--- src/rtl/instruction_decode_stage.sv ---
// Instruction decode stage: paces the fetch MMU with credit-based requests, buffers
// returned words in a small FIFO and presents decoded fields over valid/ready.
module instruction_decode_stage #(
    parameter int unsigned width   = 32,
    parameter int unsigned latency = 2,
    parameter int unsigned depth   = 4
) (
    input  logic             clk,
    input  logic             rst,
    input  logic [width-1:0] fetch_instruction,
    output logic             fetch_next,
    output logic             fetch_stop,
    input  logic             flush,
    input  logic             out_ready,
    output logic             out_valid,
    output logic [width-1:0] out_raw,
    output logic [5:0]       out_opcode,
    output logic [4:0]       out_rd,
    output logic [4:0]       out_rs1,
    output logic [4:0]       out_rs2,
    output logic [31:0]      out_imm,
    output logic             halted
);

    localparam int unsigned ptr_w = (depth > 1) ? $clog2(depth) : 1;
    localparam int unsigned cnt_w = $clog2(depth + 1);
    localparam int unsigned sum_w = cnt_w + 1;
    localparam logic [5:0]  halt_op = 6'h3F;

    logic [width-1:0]   mem [depth];
    logic [ptr_w-1:0]   wr_ptr;
    logic [ptr_w-1:0]   rd_ptr;
    logic [cnt_w-1:0]   count;
    logic [latency-1:0] req_pipe;
    logic [sum_w-1:0]   inflight;
    logic [width-1:0]   head;
    logic               push;
    logic               pop;
    logic               halt_xfer;
    logic               drop;

    // Outstanding MMU requests = set bits in the request pipe
    always_comb begin
        inflight = '0;
        for (int unsigned i = 0; i < latency; i++) begin
            inflight = inflight + sum_w'(req_pipe[i]);
        end
    end

    // Credit check guarantees every returning word has a free entry
    assign fetch_next = rst && !halted && !flush &&
                        ((sum_w'(count) + inflight) < sum_w'(depth));
    assign fetch_stop = halted;

    assign head      = mem[rd_ptr];
    assign out_valid = (count != '0) && !halted;
    assign pop       = out_valid && out_ready;
    assign halt_xfer = pop && (head[31:26] == halt_op);
    assign drop      = flush || halt_xfer;
    assign push      = req_pipe[latency-1] && !halted && !drop;

    // Decode fields come straight from the head entry and are zeroed when idle
    always_comb begin
        out_raw    = '0;
        out_opcode = '0;
        out_rd     = '0;
        out_rs1    = '0;
        out_rs2    = '0;
        out_imm    = '0;
        if (out_valid) begin
            out_raw    = head;
            out_opcode = head[31:26];
            out_rd     = head[25:21];
            out_rs1    = head[20:16];
            out_rs2    = head[15:11];
            out_imm    = {{16{head[15]}}, head[15:0]};
        end
    end

    always_ff @(posedge clk or negedge rst) begin
        if (!rst) begin
            wr_ptr   <= '0;
            rd_ptr   <= '0;
            count    <= '0;
            req_pipe <= '0;
            halted   <= 1'b0;
        end else begin
            if (drop) begin
                // Flush or HALT discards buffered words and in-flight requests
                wr_ptr   <= '0;
                rd_ptr   <= '0;
                count    <= '0;
                req_pipe <= '0;
            end else begin
                req_pipe <= (req_pipe << 1) | latency'(fetch_next);
                if (push) wr_ptr <= wr_ptr + ptr_w'(1);
                if (pop)  rd_ptr <= rd_ptr + ptr_w'(1);
                count <= count + cnt_w'(push) - cnt_w'(pop);
            end
            if (halt_xfer) halted <= 1'b1;
        end
    end

    always_ff @(posedge clk) begin
        if (push) mem[wr_ptr] <= fetch_instruction;
    end

endmodule

--- config.mk ---
export PLATFORM = sky130hd
export DESIGN_NAME = instruction_decode_stage
export DESIGN_NICKNAME = d
export VERILOG_FILES = /design/src/rtl/instruction_decode_stage.sv
export SDC_FILE = /design/constraint.sdc
export NUM_CORES = 1
export LEC_CHECK = 0
export CAP_MARGIN = 20
export CORE_AREA = 5 5 75 146
export CTS_CLUSTER_DIAMETER = 30
export DETAILED_ROUTE_END_ITERATION = 10
export DIE_AREA = 0 0 80 151
export DONT_BUFFER_PORTS = 1
export HOLD_SLACK_MARGIN = 0.12
export PLACE_DENSITY = 0.82
export SYNTH_ARGS = -nofsm -noshare
export SYNTH_HDL_FRONTEND = slang
export SYNTH_SLANG_ARGS = --single-unit
--- constraint.sdc ---
create_clock -name clk -period 4.37 [get_ports clk]
set_input_delay 0.437 -clock clk [delete_from_list [all_inputs] [get_ports clk]]
set_output_delay 0.437 -clock clk [all_outputs]
set_load 0.01 [all_outputs]
==> results by group, run 1 <==
Global routing
  • Total GRT Usage: 0.1862
  • First-pass GRT wire length: 15.80 mm
  • Initial antenna violation count: 0
  • Number of global-route vias before repair: 2,854
  • Largest net degree at the start of global routing: 33
  • Congestion Overflow GR: 0

Clocking
  • H-tree depth: 4
  • Cts repair resizes: 0
  • Number of CTS-inserted buffers: 17
  • # clock sinks: 138
  • Root buf cell: clkbuf_16
  • Worst skew pair latency: 0.41 ns
  • CTS tree: done
  • Reg clk slew, reported paths: approximately 0.06 ns
  • Clk buf depth: 2

Detailed routing
  • Final ANT Viol Nets: 0
  • Final wirelength: 10.15 mm
  • DR vias/cell: 5.658
  • TritonRoute pass-1 iters: 4
  • Remaining DRCs: 0
  • Initial drt markers: 166
  • Routed vias: 2,597
  • Avg WL per Cell: 22.12 um

Critical path
  • FF-to-FF End: count[2]
  • Critical path buffers and inverters: 3
  • Critical path's largest stage delay: approximately 0.56 ns
  • Slowest-stage cell, CP: dfrtp_2
  • Worst path depth: 11
  • CP required: 4.65 ns
  • Max FO, Critical Path: 15
  • End point of the critical path: count[2]
  • R2r setup slk: roughly 0.95 ns
  • Worst R2R Start: rd_ptr[0]
  • WP data arrival: about 3.7 ns
  • Setup CP Type: flop to flop
  • Cells along the critical path: buf_4 > mux4_2 > and4_4 > or3_1 > ha_1 > inv_1 > ha_1 > inv_1 > fa_1 > xnor2_1 > nor3_2
  • Worst Setup SP: rd_ptr[0]
  • CP top delay family: adder cells
  • CP Capture Type: flop
  • R2r worst-path depth: 11
  • Startpoint types: flop

Run
  • MaxCap Viol Count: 0

Place
  • RD Place Congestion: ~0.76
  • IO Port Bufs: 0
  • Post-detail-place hpwl: 6.292 mm

Finish
  • Number of diodes: 0
  • FILL cells: 633
  • Area delta synth->final: 11.68%
  • Final #Nets: between 300 and 400
  • Final core utilization: 0.6846
  • Share of cells above drive strength 1: 0.2538

Synthesis
  • Mapped cell area: 5946 sq um
  • Main flop type after synthesis: edfxtp_1
  • Area contributors post-synth: edfxtp_1, mux4_2, buf_4
  • Number of synthesized register bits: 138
  • Proportion of netlist area held by the largest area contributor: 0.6465
  • Gate Count Post-Synth: 320
  • Async SR Flop Fraction: 0.07246
  • Avg Inst Size Synth: ~19 sq um
  • Synth Warn #: 0
  • Net Count, Synth: 365
  • Post-synth EDFFs: 128
  • Top-count cell post-synth: edfxtp_1
  • Seq/Total Area, Yosys: 0.6886
  • Synth cell types: 30
  • Post-synth top cells: edfxtp_1, buf_4, and2_1
  • Area leader, netlist: edfxtp_1

Power and ir drop
  • P_int: roughly 2.7 mW
  • Switch Pwr: approximately 1.1 mW
  • Clock power frac: 0.349
  • Logic pwr share: 0.250
  • Switching share of total power: 0.2946
  • Peak supply drop: 0.4756 mV
  • Seq pwr share: 0.401
  • PD cells: 584.6 nW/um^2
  • Leakage power: 2.210 nW

Status
  • Outcome: finished clean

STA
  • Worst Skew: 0.01172 ns
  • Final setup fails: 0
  • Final Critical Period: 3.423 ns
  • Tightest Pin Transition: 0.9658 ns
  • Final count of pins violating max slew: 0
  • Max Fclk: 0.2921 GHz
  • RSZ-0062 raised after global routing: no
  • Fin. Hold Viols: 0
  • Final setup TNS: 0 ns
  • Relative slew slack: 0.3586
  • Final period util: 0.7834

Floorplan
  • Die H: approximately 150 um
  • Initial Utilization: 0.6130
  • FP Rows: 51
  • I/O pin count: 125
  • Die area: 12,080 sq um
  • Total core area: 9699 sq um
  • Die Wd: 80 um

Min path
  • Hold Crit Class: input port to flop
-- registers in the layout, indices dropped and copies added (netlist names) --
signal	count
req_pipe	2
count	3
mem	128
fetch_stop	1
wr_ptr	2
rd_ptr	2
-- worst reg2reg max path, cell delays in order (launching register included) --
cell	delay, ns
dfrtp_2	0.56
buf_4	0.36
mux4_2	0.57
and4_4	0.28
or3_1	0.37
ha_1	0.27
inv_1	0.06
ha_1	0.13
inv_1	0.05
fa_1	0.37
xnor2_1	0.22
nor3_2	0.05
-- final cells by class --
cell class,instances,area [sq um],share of cell area
clock buffers,19,432.9,0.06520
clock inverters,13,132.6,0.01997
inverters,4,15.01,0.002261
multi-input cells,110,1390,0.2093
flip-flops and latches,138,4096,0.6169
well taps,132,165.2,0.02487
repair buffers,43,407.9,0.06143
-- routing by layer --
metal | vias up | track usage | wire length, um
met1 | 1346 | 0.2131 | 3702
met5 | - | 0 | 0
met2 | 82 | 0.3156 | 5705
li1 | 1154 | - | -
met3 | 15 | 0.06071 | 564
met4 | 0 | 0.08206 | 180
-- stage by stage --
step	cell area, sq um	total power [mW]	hold WS [ns]	instances	setup WS [ns]
2_1_floorplan	5946	2.694	0.1414	320	0.6253
3_3_place_gp	5734	2.520	0.1417	393	1.017
3_5_place_dp	5734	2.537	0.1417	393	0.8975
4_1_cts	6640	3.931	0.1759	459	0.8746
5_1_grt	6640	4.083	0.1982	459	0.7381
6_report	6640	3.882	0.1893	459	0.9467
-- kinds of logic after synthesis --
family | count (synthesis) | share of synthesized area
flops | 138 | 0.6886
buf+inv | 72 | 0.08417
xor+xnor | 4 | 0.005892
fa+ha+maj | 9 | 0.02020
mux | 33 | 0.1229
simple gates | 61 | 0.07471
compound gates | 3 | 0.003577
-- placed cells by master, fill, tap and decap left out, types with 2 or more instances in the layout --
cell type / instances
and2_1: 32
buf_4: 9
bufinv_16: 3
clkbuf_1: 2
clkbuf_16: 17
clkinv_1: 6
clkinv_2: 4
dfrtp_1: 8
dfrtp_2: 2
dlygate4sd3_1: 34
edfxtp_1: 128
ha_1: 8
inv_1: 4
mux4_2: 32
nand2_1: 2
nor2_1: 3
nor3_1: 2
nor3_2: 7
nor3b_2: 2
nor4b_4: 4
xnor2_1: 4
-- how the worst min path moves through the flow --
| stage | end | start | cells after the start |
|---|---|---|---|
| finish | req_pipe[0] | rst | 2 |
| global route | req_pipe[0] | rst | 2 |
| CTS | req_pipe[0] | rst | 2 |
| detailed placement | count[1] | rst | 0 |
| global placement | count[1] | rst | 0 |
| floorplan | count[0] | rst | 0 |
-- power by group through the flow --
stage / clock network, mW / registers [mW] / logic, mW
2_1_floorplan: 0 / 1.54 / 1.15
3_3_place_gp: 0 / 1.58 / 0.941
3_5_place_dp: 0 / 1.58 / 0.954
4_1_cts: 1.38 / 1.56 / 0.994
5_1_grt: 1.45 / 1.57 / 1.07
6_report: 1.36 / 1.56 / 0.970
-- timing repair --
item                                   in CTS  in global routing
endpoints found under the hold margin     146                  0
hold buffers                               34                  0
buffers inserted                            0                  0
Power figures use the tool's default switching activity.
==> run 2: changes to the inputs <==
--- a/config.mk
+++ b/config.mk
@@ -6,13 +6,13 @@
 export NUM_CORES = 1
 export LEC_CHECK = 0
 export CAP_MARGIN = 20
-export CORE_AREA = 5 5 75 146
+export CORE_AREA = 5 5 79 153
 export CTS_CLUSTER_DIAMETER = 30
 export DETAILED_ROUTE_END_ITERATION = 10
-export DIE_AREA = 0 0 80 151
+export DIE_AREA = 0 0 84 158
 export DONT_BUFFER_PORTS = 1
 export HOLD_SLACK_MARGIN = 0.12
-export PLACE_DENSITY = 0.82
+export PLACE_DENSITY = 0.79
 export SYNTH_ARGS = -nofsm -noshare
 export SYNTH_HDL_FRONTEND = slang
 export SYNTH_SLANG_ARGS = --single-unit
==> constraint.sdc (replaced) <==
create_clock -name clk -period 3.01 [get_ports clk]
set_input_delay 0.301 -clock clk [delete_from_list [all_inputs] [get_ports clk]]
set_output_delay 0.301 -clock clk [all_outputs]
set_load 0.01 [all_outputs]
==> run 2 against run 1 <==
Effect of this change:
- critical path depth unchanged
- non-clock buffer count is 6 higher
- utilization decreased by 5.4 points
- total power increased by 51%
- final area up 2.7%
- worst hold slack improved by 0.11 ns
- final cell count grew 3.1%
- global-route usage shrank 1.6 points
- first-iteration DRC count down 30%
- clock skew decreased by 0.0038 ns
- clock power grew 54%
- critical path type unchanged
- highest routed layer unchanged
==> results by group, run 2 (synthesized netlist as in run 1, its figures left out) <==
Finish
  • Area delta synth->final: 14.73%
  • Share of cells above drive strength 1: 0.2823 (+0.02846)
  • Commonest non-fill, non-tap cell in the layout: edfxtp_1
  • Number of diodes: 0 (unchanged)
  • Finished Layout Cells: 473 (+3.1%)
  • Largest register by flop count: mem
  • Largest registers: mem x128, count x3
  • Max FFs per register: 128 (unchanged)
  • Most frequent cells in the layout: edfxtp_1, dlygate4sd3_1, mux4_2, and2_1, clkbuf_16
  • Final #Nets: 365 (+1.7%)

STA
  • Final setup fails: 0 (unchanged)
  • Max Fclk: 0.3400 GHz (+16%)
  • Setup slack after layout: 0.06846 ns (-0.8782 ns)
  • Tightest Pin Transition: 1.014 ns (+0.04806 ns)
  • Fin. Hold Viols: 0 (unchanged)
  • Final Critical Period: 2.942 ns (-0.4818 ns)
  • Final period util: 0.9773 (+0.1939)
  • Relative slew slack: 0.3234 (-0.03524)
  • Final count of pins violating max slew: 0 (unchanged)
  • RSZ-0062 raised after global routing: yes
  • Worst Skew: 0.007947 ns (-0.003776 ns)
  • Min Hold Slack: 0.2944 ns (+0.1051 ns)

Detailed routing
  • Final ANT Viol Nets: 0 (unchanged)
  • Remaining DRCs: 0 (unchanged)
  • Metal-1 WL: 3.661 mm (-1.1%)
  • Max layer used: met4
  • Initial drt markers: 116 (-30%)
  • Final wirelength: 10.28 mm (+1.3%)
  • TritonRoute pass-1 iters: 4 (unchanged)
  • DR vias/cell: 5.564 (-1.7%)
  • Routed vias: 2,632 (+1.3%)
  • Avg WL per Cell: 21.73 um (-1.7%)
  • Met2 wire len: 5.956 mm (+4.4%)
  • WL met3: 452 um (-20%)

Place
  • Post-Place Cells: 405 (+3.1%)
  • IO Port Bufs: 0 (unchanged)
  • Post-detail-place hpwl: 6.179 mm (-1.8%)
  • RD Place Congestion: 0.7148 (-5.5%)
  • Dpl ws: 0.02210 ns (-0.8754 ns)

Global routing
  • Largest net degree at the start of global routing: 33 (unchanged)
  • Initial antenna violation count: 0 (unchanged)
  • Number of global-route vias before repair: 3,030 (+6.2%)
  • Congestion Overflow GR: 0 (unchanged)
  • Total GRT Usage: 0.1705 (-0.01575)
  • First-pass GRT wire length: 16.48 mm (+4.3%)

Run
  • MaxCap Viol Count: 0 (unchanged)

Critical path
  • Setup CP Type: flop to flop
  • Startpoint types: flop
  • CP required: 3.28 ns (-1.37 ns)
  • Max FO, Critical Path: 7 (-8)
  • R2r setup slk: 0.07 ns (-0.88 ns)
  • CP Capture Type: flop
  • WP data arrival: 3.21 ns (-0.49 ns)

Clocking
  • Post-CTS setup buffers: 0 (unchanged)
  • # clock sinks: 138 (unchanged)
  • Worst skew pair latency: 0.40 ns (about the same)
  • CTS tree: done
  • Reg clk slew, reported paths: 0.06 ns (about the same)
  • Number of CTS-inserted buffers: 17 (unchanged)
  • H-tree depth: 4 (unchanged)
  • Root buf cell: clkbuf_16
  • Clk buf depth: 2 (unchanged)

Power and ir drop
  • Leakage power: 2.278 nW (+3.1%)
  • Peak supply drop: 0.7165 mV (+51%)
  • Total Power: 5.864 mW (+51%)
  • PD cells: 859.6 nW/um^2 (+47%)

Floorplan
  • I/O pin count: 125 (unchanged)
  • Initial Utilization: 0.5500 (-0.06300)
  • Total core area: 10,810 sq um (+11%)
  • FP Rows: 54 (+5.9%)
  • Die H: 158 um (+4.6%)
  • Die area: 13,270 sq um (+9.9%)
  • Die Wd: 84 um (+5.0%)

Status
  • Outcome: finished clean

Min path
  • Hold Crit Class: input port to flop
[run 2: cell types whose count changed in the layout (fill, tap and decap cells not counted), sizes merged]
cell / previous run / this run
clkinvlp: 0 / 1
buf: 9 / 13
dlygate4sd3: 34 / 36
clkinv: 10 / 8
bufinv: 3 / 4
[run 2: worst max-delay path, stage by stage, from the launching register on]
cell and delay (ns):
dfrtp_2 0.48, mux4_2 0.53, and3_4 0.19, and4_4 0.18
or3_1 0.35, ha_1 0.28, inv_1 0.05, ha_1 0.13
inv_1 0.05, fa_2 0.35, xnor2_2 0.17, nor3_2 0.05
[run 2: what timing repair did]
action	CTS	global route
setup endpoints to repair	0	2
hold buffers	36	0
resized for setup	0	3
endpoints found under the hold margin	147	0
[run 2: cell type report]
class	count	area (sq um)
Multi-Input combinational cell	110	1405
Fill cell	761	3989
Sequential cell	138	4096
Clock inverter	13	176.4
Clock buffer	19	432.9
Inverter	4	15.01
Tap cell	140	175.2
Timing Repair Buffer	49	520.5
[run 2: final timing paths]
path / start / endpoint / cells after the start
worst max-delay path: rd_ptr[0] / count[2] / 11
worst min-delay path: flush / mem[0][21] / 2
worst max register to register: rd_ptr[0] / count[2] / 11
worst min register to register: wr_ptr[1] / wr_ptr[1] / 2
max in group asynchronous: rst / rd_ptr[0] / 1
min in group asynchronous: rst / count[1] / 1
[run 2: power breakdown]
| part | switching [mW] | internal (mW) |
|---|---|---|
| clock network | 0.720 | 1.38 |
| registers | 0.0575 | 2.16 |
| logic | 0.943 | 0.603 |
| total | 1.72 | 4.14 |
[run 2: layer usage]
layer  global-route usage  vias to the layer above
li1                     -                     1168
met1               0.1727                     1360
met2               0.3190                       88
met3              0.05104                       16
met4              0.07592                        0
met5                    0                        -
[run 2: stage by stage]
stage / area, sq um / TNS (ns) / utilization
after detailed placement: 5837 / 0 / 0.5399
after floorplan: 5946 / -94.04 / -
after global placement: 5837 / 0 / 0.5399
after global routing: 6822 / -0.1132 / 0.6310
after CTS: 6807 / 0 / 0.6296
final: 6822 / 0 / 0.6310
